## src/rtl/hx8352_pkg.sv

```systemverilog
// Shared constants and types for the HX8352 rectangle-fill path.
package hx8352_pkg;

  localparam int unsigned XMaxDefault = 239;
  localparam int unsigned YMaxDefault = 399;

  // Window registers: each coordinate is split into a high bit and a low byte.
  localparam logic [7:0] RegX0Hi   = 8'h02;
  localparam logic [7:0] RegX0Lo   = 8'h03;
  localparam logic [7:0] RegX1Hi   = 8'h04;
  localparam logic [7:0] RegX1Lo   = 8'h05;
  localparam logic [7:0] RegY0Hi   = 8'h06;
  localparam logic [7:0] RegY0Lo   = 8'h07;
  localparam logic [7:0] RegY1Hi   = 8'h08;
  localparam logic [7:0] RegY1Lo   = 8'h09;
  localparam logic [7:0] RegGramWr = 8'h22;

  // Phases 0..15 are the window register command/data pairs.
  localparam logic [4:0] PhaseGramCmd = 5'd16;
  localparam logic [4:0] PhasePixel   = 5'd17;

  typedef enum logic [2:0] {
    StIdle,
    StCheck,
    StIssue,
    StGuard,
    StWait,
    StDone,
    StReject
  } state_e;

  // Register index for window register pair 0..7.
  function automatic logic [7:0] reg_index(input logic [2:0] pair);
    logic [7:0] idx;
    unique case (pair)
      3'd0:    idx = RegX0Hi;
      3'd1:    idx = RegX0Lo;
      3'd2:    idx = RegX1Hi;
      3'd3:    idx = RegX1Lo;
      3'd4:    idx = RegY0Hi;
      3'd5:    idx = RegY0Lo;
      3'd6:    idx = RegY1Hi;
      default: idx = RegY1Lo;
    endcase
    return idx;
  endfunction

endpackage

```

## src/rtl/hx8352_rect_pixel_counter.sv

```systemverilog
// Nested column/row pixel counter over an inclusive window; flags the last pixel.
module hx8352_rect_pixel_counter
  import hx8352_pkg::*;
#(
  parameter int unsigned CW = 9
) (
  input  logic          clk_i,
  input  logic          rst_i,
  input  logic          load_i,
  input  logic [CW-1:0] x0_i,
  input  logic [CW-1:0] x1_i,
  input  logic [CW-1:0] y0_i,
  input  logic [CW-1:0] y1_i,
  input  logic          advance_i,
  output logic          last_o
);

  logic [CW-1:0] col_q;
  logic [CW-1:0] row_q;

  // Column steps x0..x1, wrapping to x0 and bumping the row.
  always_ff @(posedge clk_i or posedge rst_i) begin
    if (rst_i) begin
      col_q <= '0;
      row_q <= '0;
    end else if (load_i) begin
      col_q <= x0_i;
      row_q <= y0_i;
    end else if (advance_i) begin
      if (col_q == x1_i) begin
        col_q <= x0_i;
        row_q <= row_q + 1'b1;
      end else begin
        col_q <= col_q + 1'b1;
      end
    end
  end

  assign last_o = (col_q == x1_i) && (row_q == y1_i);

endmodule

```

## src/rtl/hx8352_fill_sequencer.sv

```systemverilog
// Rectangle-fill scheduler: programs the HX8352 window, issues GRAM write, then
// streams one colour word per pixel. Optional build macro HX8352_FILL_CLIP_EN
// clamps captured coordinates to X_MAX/Y_MAX.
module hx8352_fill_sequencer
  import hx8352_pkg::*;
#(
  parameter int unsigned X_MAX = XMaxDefault,
  parameter int unsigned Y_MAX = YMaxDefault,
  parameter int unsigned CW    = 9
) (
  input  logic          clk,
  input  logic          rst,
  input  logic          init_done,
  input  logic          req_valid,
  output logic          req_ready,
  input  logic [CW-1:0] req_x0,
  input  logic [CW-1:0] req_x1,
  input  logic [CW-1:0] req_y0,
  input  logic [CW-1:0] req_y1,
  input  logic [15:0]   req_color,
  output logic [15:0]   bus_data,
  output logic          bus_dc,
  output logic          bus_step,
  input  logic          bus_busy,
  output logic          busy,
  output logic          done,
  output logic          err
);

`ifdef HX8352_FILL_CLIP_EN
  localparam bit ClipEn = 1'b1;
`else
  localparam bit ClipEn = 1'b0;
`endif

  localparam logic [CW-1:0] XLim = CW'(X_MAX);
  localparam logic [CW-1:0] YLim = CW'(Y_MAX);

  function automatic logic [CW-1:0] clamp(input logic [CW-1:0] c, input logic [CW-1:0] lim);
    return (ClipEn && (c > lim)) ? lim : c;
  endfunction

  state_e        state_q, state_d;
  logic [4:0]    phase_q, phase_d;
  logic          last_sent_q, last_sent_d;
  logic [CW-1:0] x0_q, x1_q, y0_q, y1_q;
  logic [15:0]   color_q;
  logic [15:0]   bus_data_q, bus_data_d;
  logic          bus_dc_q, bus_dc_d;
  logic          bus_step_q, busy_q, done_q, err_q;
  logic          accept;
  logic          pix_load, pix_advance, pix_last;
  logic [15:0]   word;
  logic          word_dc;
  logic [CW-1:0] coord;

  assign req_ready = (state_q == StIdle) && init_done;
  assign accept    = req_valid && req_ready;

  hx8352_rect_pixel_counter #(
    .CW (CW)
  ) u_pix_cnt (
    .clk_i     (clk),
    .rst_i     (rst),
    .load_i    (pix_load),
    .x0_i      (x0_q),
    .x1_i      (x1_q),
    .y0_i      (y0_q),
    .y1_i      (y1_q),
    .advance_i (pix_advance),
    .last_o    (pix_last)
  );

  // Capture the request once; later input changes have no effect.
  always_ff @(posedge clk or posedge rst) begin
    if (rst) begin
      x0_q    <= '0;
      x1_q    <= '0;
      y0_q    <= '0;
      y1_q    <= '0;
      color_q <= '0;
    end else if (accept) begin
      x0_q    <= clamp(req_x0, XLim);
      x1_q    <= clamp(req_x1, XLim);
      y0_q    <= clamp(req_y0, YLim);
      y1_q    <= clamp(req_y1, YLim);
      color_q <= req_color;
    end
  end

  // Word for the transfer selected by the current phase.
  always_comb begin
    word    = '0;
    word_dc = 1'b0;
    coord   = '0;
    if (phase_q == PhasePixel) begin
      word    = color_q;
      word_dc = 1'b1;
    end else if (phase_q == PhaseGramCmd) begin
      word = {8'h00, RegGramWr};
    end else if (!phase_q[0]) begin
      word = {8'h00, reg_index(phase_q[3:1])};
    end else begin
      word_dc = 1'b1;
      unique case (phase_q[3:2])
        2'd0:    coord = x0_q;
        2'd1:    coord = x1_q;
        2'd2:    coord = y0_q;
        default: coord = y1_q;
      endcase
      word = phase_q[1] ? {8'h00, coord[7:0]} : 16'(coord >> 8);
    end
  end

  // Next-state, phase tracking and bus word latch.
  always_comb begin
    state_d     = state_q;
    phase_d     = phase_q;
    last_sent_d = last_sent_q;
    bus_data_d  = bus_data_q;
    bus_dc_d    = bus_dc_q;
    pix_load    = 1'b0;
    pix_advance = 1'b0;
    unique case (state_q)
      StIdle: begin
        if (accept) begin
          state_d     = StCheck;
          phase_d     = '0;
          last_sent_d = 1'b0;
        end
      end
      StCheck: begin
        if ((x0_q > x1_q) || (y0_q > y1_q)) begin
          state_d = StReject;
        end else begin
          state_d  = StIssue;
          pix_load = 1'b1;
        end
      end
      StIssue: begin
        state_d = StGuard;
        if (phase_q == PhasePixel) begin
          last_sent_d = pix_last;
          pix_advance = 1'b1;
        end else begin
          phase_d = phase_q + 5'd1;
        end
      end
      // bus_busy lags bus_step, so it is not trusted here.
      StGuard: state_d = StWait;
      StWait: begin
        if (!bus_busy) begin
          state_d = ((phase_q == PhasePixel) && last_sent_q) ? StDone : StIssue;
        end
      end
      StDone:   state_d = StIdle;
      StReject: state_d = StIdle;
      default:  state_d = StIdle;
    endcase
    // Bus word changes only on entry to ISSUE and holds until the next one.
    if (state_d == StIssue) begin
      bus_data_d = word;
      bus_dc_d   = word_dc;
    end
  end

  // State and registered outputs; strobes line up with the state they mark.
  always_ff @(posedge clk or posedge rst) begin
    if (rst) begin
      state_q     <= StIdle;
      phase_q     <= '0;
      last_sent_q <= 1'b0;
      bus_data_q  <= '0;
      bus_dc_q    <= 1'b0;
      bus_step_q  <= 1'b0;
      busy_q      <= 1'b0;
      done_q      <= 1'b0;
      err_q       <= 1'b0;
    end else begin
      state_q     <= state_d;
      phase_q     <= phase_d;
      last_sent_q <= last_sent_d;
      bus_data_q  <= bus_data_d;
      bus_dc_q    <= bus_dc_d;
      bus_step_q  <= (state_d == StIssue);
      busy_q      <= (state_d != StIdle);
      done_q      <= (state_d == StDone);
      err_q       <= (state_d == StReject);
    end
  end

  assign bus_data = bus_data_q;
  assign bus_dc   = bus_dc_q;
  assign bus_step = bus_step_q;
  assign busy     = busy_q;
  assign done     = done_q;
  assign err      = err_q;

endmodule

```

## config.mk

```make
export PLATFORM = sky130hd
export DESIGN_NAME = hx8352_fill_sequencer
export DESIGN_NICKNAME = d
export VERILOG_FILES = /design/src/rtl/hx8352_pkg.sv /design/src/rtl/hx8352_rect_pixel_counter.sv /design/src/rtl/hx8352_fill_sequencer.sv
export SDC_FILE = /design/constraint.sdc
export NUM_CORES = 1
export LEC_CHECK = 0
export BUFFER_PORTS_ARGS = -buffer_cell sky130_fd_sc_hd__buf_2
export CORE_MARGIN = 8
export CORE_UTILIZATION = 34
export DETAILED_ROUTE_END_ITERATION = 6
export PLACE_DENSITY = 0.54
export SLEW_MARGIN = 0
export SYNTH_ARGS = -nofsm -noshare
export SYNTH_HDL_FRONTEND = slang
export SYNTH_SLANG_ARGS = --single-unit
```

## constraint.sdc

```tcl
create_clock -name clk -period 3.7 [get_ports clk]
set_clock_uncertainty 0.15 [all_clocks]
set_input_delay 0.185 -clock clk [delete_from_list [all_inputs] [get_ports clk]]
set_output_delay 0.185 -clock clk [all_outputs]
set_load 0.02 [all_outputs]
```

=== Word level (Yosys, flattened, before mapping) ===
Index checks and enable logic that the tools add are counted.
W data, S select, Z words.

* Register bits: 100
* Input bits: 57
* Output and inout bits: 22
* Logic and storage cells: 88

* $add $sub $neg: 3
* Order comparisons: 2
* Equal/unequal tests: 22
* Mux-type cells: 30
* Reduce and logical (&&, ||, !) cells: 15

{| class="wikitable"
|+ Operators by type and width
! cell !! count
|-
| $mux W9 || 6
|-
| $pmux W4 S7 || 1
|-
| $pmux W9 S3 || 1
|-
| $mux W8 || 3
|-
| $add A9 B1 Y9 const B || 2
|-
| $eq A3 B3 Y1 const B || 6
|-
| $eq A9 B9 Y1 || 2
|-
| $gt A9 B9 Y1 || 2
|-
| $mux W16 || 1
|-
| $eq A3 B2 Y1 const B || 5
|-
| $pmux W3 S5 || 1
|-
| $mux W3 || 4
|-
| $eq A5 B5 Y1 const B || 2
|-
| $mux W5 || 2
|-
| $pmux W5 S2 || 1
|-
| $mux W1 || 9
|-
| $eq A3 B1 Y1 const B || 2
|-
| $logic_not A3 Y1 || 2
|-
| $ne A2 B2 Y1 const B || 3
|-
| $reduce_and A3 Y1 || 2
|-
| $reduce_bool A2 Y1 || 3
|-
| $add A5 B1 Y5 const B || 1
|-
| $logic_and A1 B1 Y1 || 4
|-
| $reduce_bool A3 Y1 || 1
|-
| other kinds (6) || 6
|}

=== Longest topological paths before layout ===
Gate-level depths: netlist of run 1.

* Depth after elaboration: 6
* Depth in mapped cells: 9

=== Modules after synthesis ===
Synthesis of run 1 repeated with hierarchy kept, for this count alone.

* Cells, all modules: 591
* Area total of the unflattened synthesis: 5,474.0 um2

{| class="wikitable"
|+ By module, submodules not included
! module !! times used !! cells each !! area each (um2) !! sequential area each (um2)
|-
| hx8352_fill_sequencer || 1 || 440 || 4,166.5 || 2,052.0
|-
| hx8352_rect_pixel_counter || 1 || 151 || 1,307.5 || 450.4
|}

=== Worst setup path after synthesis of run 1 ===
OpenSTA, ideal clock, no wires.

* Kind: register -> register
* From: register x1_q[2]
* To: register bus_data_q[1] (netlist: bus_data[1])
* Arrival: 2,495 ps
* Data required time: 3,425 ps
* Slack: 930 ps
* Stages on the path, launching flop included: 9
* Cell sequence: dfrtp_1 -> inv_1 -> ha_1 -> a21o_1 -> a21o_1 -> a2111oi_2 -> o22ai_1 -> a211oi_4 -> mux2_2

* Cells in the longest elaborated chain, start to end: 5

{| class="wikitable"
|+ Ends and longest elaborated chain
! element !! line !! RTL
|-
| from (decl) || hx8352_fill_sequencer.sv:46 || <nowiki>logic [CW-1:0] x0_q, x1_q, y0_q, y1_q;</nowiki>
|-
| from (signal assigned) || hx8352_fill_sequencer.sv:84 || <nowiki>x1_q <= clamp(req_x1, XLim);</nowiki>
|-
| $gt A9 B9 Y1 || hx8352_fill_sequencer.sv:133 || <nowiki>if ((x0_q > x1_q) || (y0_q > y1_q)) begin</nowiki>
|-
| $logic_or A1 B1 Y1 || hx8352_fill_sequencer.sv:133 ||
|-
| $mux W3 || hx8352_fill_sequencer.sv:133 ||
|-
| $pmux W3 S5 || hx8352_fill_sequencer.sv:124 || <nowiki>unique case (state_q)</nowiki>
|-
| $eq A3 B2 Y1 || hx8352_fill_sequencer.sv:161 || <nowiki>if (state_d == StIssue) begin</nowiki>
|-
| to (signal assigned) || hx8352_fill_sequencer.sv:183 || <nowiki>bus_data_q <= bus_data_d;</nowiki>
|-
| to (decl) || hx8352_fill_sequencer.sv:48 || <nowiki>logic [15:0] bus_data_q, bus_data_d;</nowiki>
|}

Every way passes these cells.
A chain may end at the register's enable or synchronous reset.

=== Worst setup path after layout of run 1 ===
* From: register y1_q[2]
* To: register bus_data_q[15] (netlist: bus_data[15])

* Cells in the longest elaborated chain, start to end: 5

{| class="wikitable"
|+ Ends and longest elaborated chain
! element !! line !! RTL
|-
| from (decl) || hx8352_fill_sequencer.sv:46 ||
|-
| from (signal assigned) || hx8352_fill_sequencer.sv:86 || <nowiki>y1_q <= clamp(req_y1, YLim);</nowiki>
|-
| $gt A9 B9 Y1 || hx8352_fill_sequencer.sv:133 ||
|-
| $logic_or A1 B1 Y1 || hx8352_fill_sequencer.sv:133 ||
|-
| $mux W3 || hx8352_fill_sequencer.sv:133 ||
|-
| $pmux W3 S5 || hx8352_fill_sequencer.sv:124 ||
|-
| $eq A3 B2 Y1 || hx8352_fill_sequencer.sv:161 ||
|}

Every way passes these cells.

==> results of run 1 <==
==> synth_stat cells (2+ instances only) <==
master	number	area (um^2)
nor2_1	29	108.9
nor3_1	11	55.05
and2_1	2	12.51
mux2_2	6	67.56
inv_1	39	146.4
clkbuf_1	24	90.09
nor2b_1	3	18.77
o21ai_0	46	230.2
dfrtp_1	100	2502
a222oi_1	11	110.1
xnor2_1	14	122.6
o22ai_1	4	25.02
nand2_1	161	604.3
a2111oi_2	2	30.03
nor4_1	4	25.02
and3_1	3	18.77
o31ai_1	3	22.52
a21oi_1	11	55.05
a21o_1	5	37.54
mux2_1	4	45.04
ha_1	29	362.9
a22o_1	4	35.03
a31oi_1	2	12.51
nand4_1	10	62.56
o2bb2ai_1	2	17.52
mux2i_1	12	120.1
o22a_1	2	17.52
nand3_1	9	45.04
xor2_1	20	175.2
==> stage by stage <==
stage	setup slack [ps]	total power, W
floorplan	746.2	0.003553
CTS	449.5	0.005374
finish	409.9	0.005354
detailed placement	460.4	0.004346
global placement	545.2	0.004307
global route	239.0	0.005776
==> worst max-delay path by stage <==
stage / end / cells after the start
floorplan: bus_data[0]$_DFFE_PP0N_ / 1
CTS: u_pix_cnt.col_q[7]$_DFFE_PP0P_ / 9
finish: bus_data[15]$_DFFE_PP0N_ / 9
detailed placement: u_pix_cnt.col_q[7]$_DFFE_PP0P_ / 9
global route: bus_data[2]$_DFFE_PP0N_ / 9
global placement: u_pix_cnt.col_q[7]$_DFFE_PP0P_ / 9
==> worst max-delay path, cell delays in order, from the launching register on <==
cell,delay [ps]
dfrtp_1,440
inv_1,80
ha_1,330
a21o_1,170
a21o_1,180
a2111oi_2,560
o22ai_1,280
a211oi_4,480
buf_4,320
mux2i_1,220
==> sequential cells by signal (all words and copies together), names as in the netlist, 9 cells and up <==
signal           flops
x1_q                 9
y1_q                 9
u_pix_cnt.col_q      9
color_q             16
u_pix_cnt.row_q      9
bus_data            16
y0_q                 9
x0_q                 9
==> what timing repair did <==
| item | CTS | global route |
|---|---|---|
| hold buffers | 54 | 0 |
| gates resized for setup | 0 | 0 |
| endpoints found under the hold margin | 100 | 0 |
==> final cells by class <==
cell class	count	area [um^2]
fillers	1555	8775
multi-input cells	425	2589
flip-flops and latches	100	2502
repair buffers	143	1013
well taps	216	270.3
clock buffers	9	225.2
inverters	39	148.9
clock inverters	7	73.82
==> routing by layer <==
metal	track usage (%)	wire [um]	vias to the layer above
li1	-	-	2272
met1	22.57	7469	2240
met2	25.62	7355	120
met3	3.763	851	23
met4	6.444	356	0
met5	0	0	-
==> logic make-up (layout without fill, tap and decap cells) <==
logic type | count (synthesis) | in the layout | synth area share [%]
xor+xnor | 34 | 34 | 5.570
fa+ha+maj | 29 | 29 | 6.787
flops | 100 | 100 | 46.81
compound gates | 103 | 103 | 13.18
simple gates | 237 | 237 | 18.51
buf+inv | 66 | 198 | 4.797
mux | 22 | 22 | 4.353
==> power breakdown <==
part | total (W) | leakage [nW] | internal [W] | switching [W]
Combinational | 0.00229 | 1.84 | 0.000952 | 0.00134
Clock | 0.000962 | 0.147 | 0.000480 | 0.000483
Sequential | 0.00210 | 1.27 | 0.00154 | 0.000561
==> flow_summary_export.csv, run 1 <==
group,metric,value,unit
logic_synthesis,synth-edff-count,0,
placed_design,dpl.hpwl,11580,um
floorplanning,die_w,141.4,um
worst_hold_path,min_from,"req_valid",
logic_synthesis,yosysSeqAreaShare,46.81,%
floorplanning,coreArea,15600,um^2
logic_synthesis,yosys_warnings,0,
sta,post-route-period-util,88.92,%
layout,drive_above_1_share,16.32,%
layout,design_area,6823,um^2
routing,vias,4655,
critical_path,worstReg2RegEnd,"bus_data[15]$_DFFE_PP0N_",
layout,fin_nets,804,
sta,finalHoldViolCount,0,
floorplanning,die_h,141.4,um
sta,setup_tns,0,ps
pwr,leakage,3.257,nW
routing,vias_per_cell,4.957,
logic_synthesis,ys_ff_latch,100,
critical_path,crit_fanout,12,
routing,drc_errors,0,
grt,grt_max_degree,58,
sta,setup_viol,0,
grt,grt_pass1_wl,26100,um
critical_path,critPathRequiredTime,3840,ps
cts,clock_path_buffers,2,
cts,cts_buffers,9,
cts,clk_latency,360,ps
routing,drtIter0Drc,338,
cts,cts_tree,"built",
sta,report.final.slew_viol_count,0,
floorplanning,die-area,19990,um^2
logic_synthesis,netlist_instances,591,
floorplanning,ios,79,
critical_path,timing.rr.start,"y1_q[2]$_DFFE_PP0P_",
sta,whs,207.0,ps
pwr,power.density,784.7,nW/um^2
sta,rsz0062_at_grt,"no",
cts,htreeDepth,3,
placed_design,portBuffers,78,
grt,grt_use_total,16.73,%
sta,period_needed,3290,ps
floorplanning,num_rows,46,
critical_path,reg2reg_slack,410,ps
logic_synthesis,synth_cell_types,48,
layout,finish.utilization,43.74,%
grt,antenna_found_initial,0,
placed_design,place_inst,869,
logic_synthesis,synth_ff_type,"dfrtp_1",
pwr,ir_worst_vdd,0.0003519,V
worst_hold_path,hold_end,"busy$_DFF_PP0_",
placed_design,place_congestion,0.8998,
sta,slew_headroom,53.37,%
critical_path,startpoint_type,"flip-flop",
critical_path,worstSetupEndpointType,"flip-flop",
logic_synthesis,syn_nets,677,
placed_design,placed_area,5983,um^2
worst_hold_path,hold_path.class,"input port to flip-flop",
routing,finalWirelength,16030,um
logic_synthesis,synth-async-reset-ratio,100.0,%
routing,drtPass1Iterations,5,
layout,areaGrowthSynthToFinish,27.62,%
logic_synthesis,netlist_area,5346,um^2
cts,clock_sinks,100,
layout,layout.cells.most_common,"nand2_1",
layout,final_cell_count_no_fill,939,
sta,fmax,303.9,MHz
floorplanning,initial_core_util,34.28,%
critical_path,worstPathArrival,3430,ps
layout,antennaDiodeCount,0,
routing,ant_nets,0,
layout,layout_common_cells,"161 x nand2_1, 100 x dfrtp_1, 78 x buf_2",
critical_path,r2r_cells,9,
sta,tightest_slew,699.4,ps
outcome,status,"finished, final reports clean",
cts,clk_pin_slew,80,ps
flow_run,maxCapViolCount,0,
worst_hold_path,holdPathStages,4,
grt,grt_pass1_vias,4807,
routing,wl_per_cell,17.07,um
cts,cts_root_buffer,"clkbuf_16",
grt,grt-ovfl-total,0,
critical_path,crit_path_start,"y1_q[2]$_DFFE_PP0P_",
logic_synthesis,syn_area_per_cell,9.046,um^2
cts,post-cts-setup-buffers,0,
critical_path,setup.worst_path.class,"flip-flop to flip-flop",
Note: power is estimated with default switching activity, not from simulation.
==> run 2, diff against run 1 <==
--- a/config.mk
+++ b/config.mk
@@ -6,6 +6,7 @@
 export NUM_CORES = 1
 export LEC_CHECK = 0
 export BUFFER_PORTS_ARGS = -buffer_cell sky130_fd_sc_hd__buf_2
+export CORE_ASPECT_RATIO = 1.1
 export CORE_MARGIN = 8
 export CORE_UTILIZATION = 34
 export DETAILED_ROUTE_END_ITERATION = 6
==> run 2 against run 1 <==
Combinational power is essentially flat. Clock power is 2.8% higher. Clock-buffer cell count increased by 1. Critical path depth stayed put. Cell count down 2.0%. First-iteration DRC count grew 12%. Hold slack worse by 34 ps. Flip-flop and latch count unchanged. Sequential power about the same. Largest cell class unchanged.
==> flow_summary_export.csv, run 2 (same netlist as run 1, synthesis figures left out) <==
group,metric,value,unit
outcome,status,"finished, final reports clean",
sta,report.final.slew_viol_count,0,
grt,grt_pass1_vias,4778,
critical_path,crit_fanout,12,
layout,areaGrowthSynthToFinish,26.98,%
routing,vias,4636,
floorplanning,die-area,20000,um^2
sta,finalHoldViolCount,0,
cts,clock_path_buffers,2,
cts,clk_pin_slew,70,ps
pwr,power.density,791.3,nW/um^2
critical_path,crit_chain,"inv_1 -> ha_1 -> a21o_1 -> a21o_1 -> a2111oi_2 -> o22ai_1 -> a211oi_4 -> buf_4 -> mux2i_1",
routing,ant_nets,0,
layout,antennaDiodeCount,0,
placed_design,place_inst,850,
critical_path,worstPathArrival,3350,ps
cts,cts_tree,"built",
critical_path,crit_path_top_delay_cell,"a2111oi_2",
layout,finish.utilization,43.65,%
sta,rsz0062_at_grt,"no",
layout,final_cell_count_no_fill,920,
cts,htreeDepth,3,
sta,period_needed,3219,ps
cts,cts_resized,0,
sta,tightest_slew,1084,ps
floorplanning,ios,79,
placed_design,place_congestion,0.9401,
critical_path,worstSetupEndpointType,"flip-flop",
sta,setup_tns,0,ps
critical_path,critPathTopFamily,"compound AO/OA/AOI/OAI gates",
grt,grt_pass1_wl,25500,um
critical_path,startpoint_type,"flip-flop",
grt,grt_use_total,16.45,%
routing,finalWirelength,15940,um
pwr,ir_worst_vdd,0.0003071,V
pwr,leakage,3.243,nW
floorplanning,die_w,135.6,um
grt,grt-ovfl-total,0,
critical_path,cp_num_buf_inv,2,
cts,clock_sinks,100,
sta,fmax,310.6,MHz
critical_path,path_common_cell,"a21o_1",
grt,antenna_found_initial,0,
layout,layout_common_cells,"161 x nand2_1, 100 x dfrtp_1, 78 x buf_2",
flow_run,maxCapViolCount,0,
sta,setup_viol,0,
critical_path,cpPeakStageDelay,580,ps
cts,ctsHoldBuffers,54,
layout,fin_nets,801,
routing,drtIter0Drc,380,
floorplanning,die_h,147.5,um
grt,grt_max_degree,86,
routing,drc_errors,0,
floorplanning,coreArea,15550,um^2
sta,post-route-period-util,87.01,%
placed_design,portBuffers,78,
routing,wl_per_cell,17.33,um
critical_path,setup.worst_path.class,"flip-flop to flip-flop",
worst_hold_path,hold_path.class,"input port to flip-flop",
cts,post-cts-setup-buffers,0,
cts,cts_buffers,9,
layout,layout.cells.most_common,"nand2_1",
floorplanning,initial_core_util,34.37,%
routing,drtPass1Iterations,5,
critical_path,critPathRequiredTime,3830,ps
sta,slew_headroom,27.73,%
layout,drive_above_1_share,15.97,%
cts,clk_latency,360,ps
routing,vias_per_cell,5.039,
cts,cts_root_buffer,"clkbuf_16",
floorplanning,num_rows,48,
placed_design,dpl.hpwl,11540,um
-- run 2: worst register-to-register path, delay by kind of cell, from the launching register on --
family | cells | cell delay [ps]
compound gates | 5 | 1680
flops | 1 | 380
fa+ha+maj | 1 | 320
mux | 1 | 230
buf+inv | 2 | 390
-- run 2: final timing paths --
| check | startpoint | to | slack, ps | cells after the start |
|---|---|---|---|---|
| worst max-delay path | x1_q[2]$_DFFE_PP0P_ | bus_data[15]$_DFFE_PP0N_ | 480 | 9 |
| worst max register to register | x1_q[2]$_DFFE_PP0P_ | bus_data[15]$_DFFE_PP0N_ | 480 | 9 |
| worst min register to register | color_q[9]$_DFFE_PP0P_ | color_q[9]$_DFFE_PP0P_ | 330 | 2 |
| max in group asynchronous | rst | y1_q[8]$_DFFE_PP0P_ | 2030 | 4 |
| worst min-delay path | req_valid | busy$_DFF_PP0_ | 170 | 4 |
| min in group asynchronous | rst | busy$_DFF_PP0_ | 500 | 3 |
-- run 2: report_power, final --
group / leakage [nW] / internal (W) / switching, W
Clock: 0.149 / 0.000548 / 0.000441
Combinational: 1.82 / 0.000942 / 0.00133
Sequential: 1.27 / 0.00154 / 0.000570
-- run 2: cell type report --
class / instances / area, um^2
inverters: 39 / 148.9
multi-input cells: 425 / 2589
clock inverters: 6 / 68.82
repair buffers: 140 / 991.0
well taps: 200 / 250.2
fillers: 1464 / 8766
clock buffers: 10 / 239.0
flip-flops and latches: 100 / 2502
-- run 2: through the flow --
| step | hold WS [ps] | setup slack (ps) | total power, W | area, um^2 |
|---|---|---|---|---|
| floorplan | 114.2 | 746.2 | 0.003553 | 5346 |
| global placement | 224.5 | 631.9 | 0.004287 | 5941 |
| detailed placement | 226.9 | 547.2 | 0.004332 | 5941 |
| CTS | 182.3 | 523.1 | 0.005385 | 6789 |
| global route | 233.5 | 353.8 | 0.005761 | 6789 |
| finish | 172.9 | 480.7 | 0.005372 | 6789 |
-- run 2: routing by layer --
metal	vias to the layer above	routed length [um]	GRT usage (%)
met5	-	0	0
met4	0	502	8.116
met3	28	675	3.157
met2	123	7653	26.68
met1	2238	7109	20.42
li1	2247	-	-
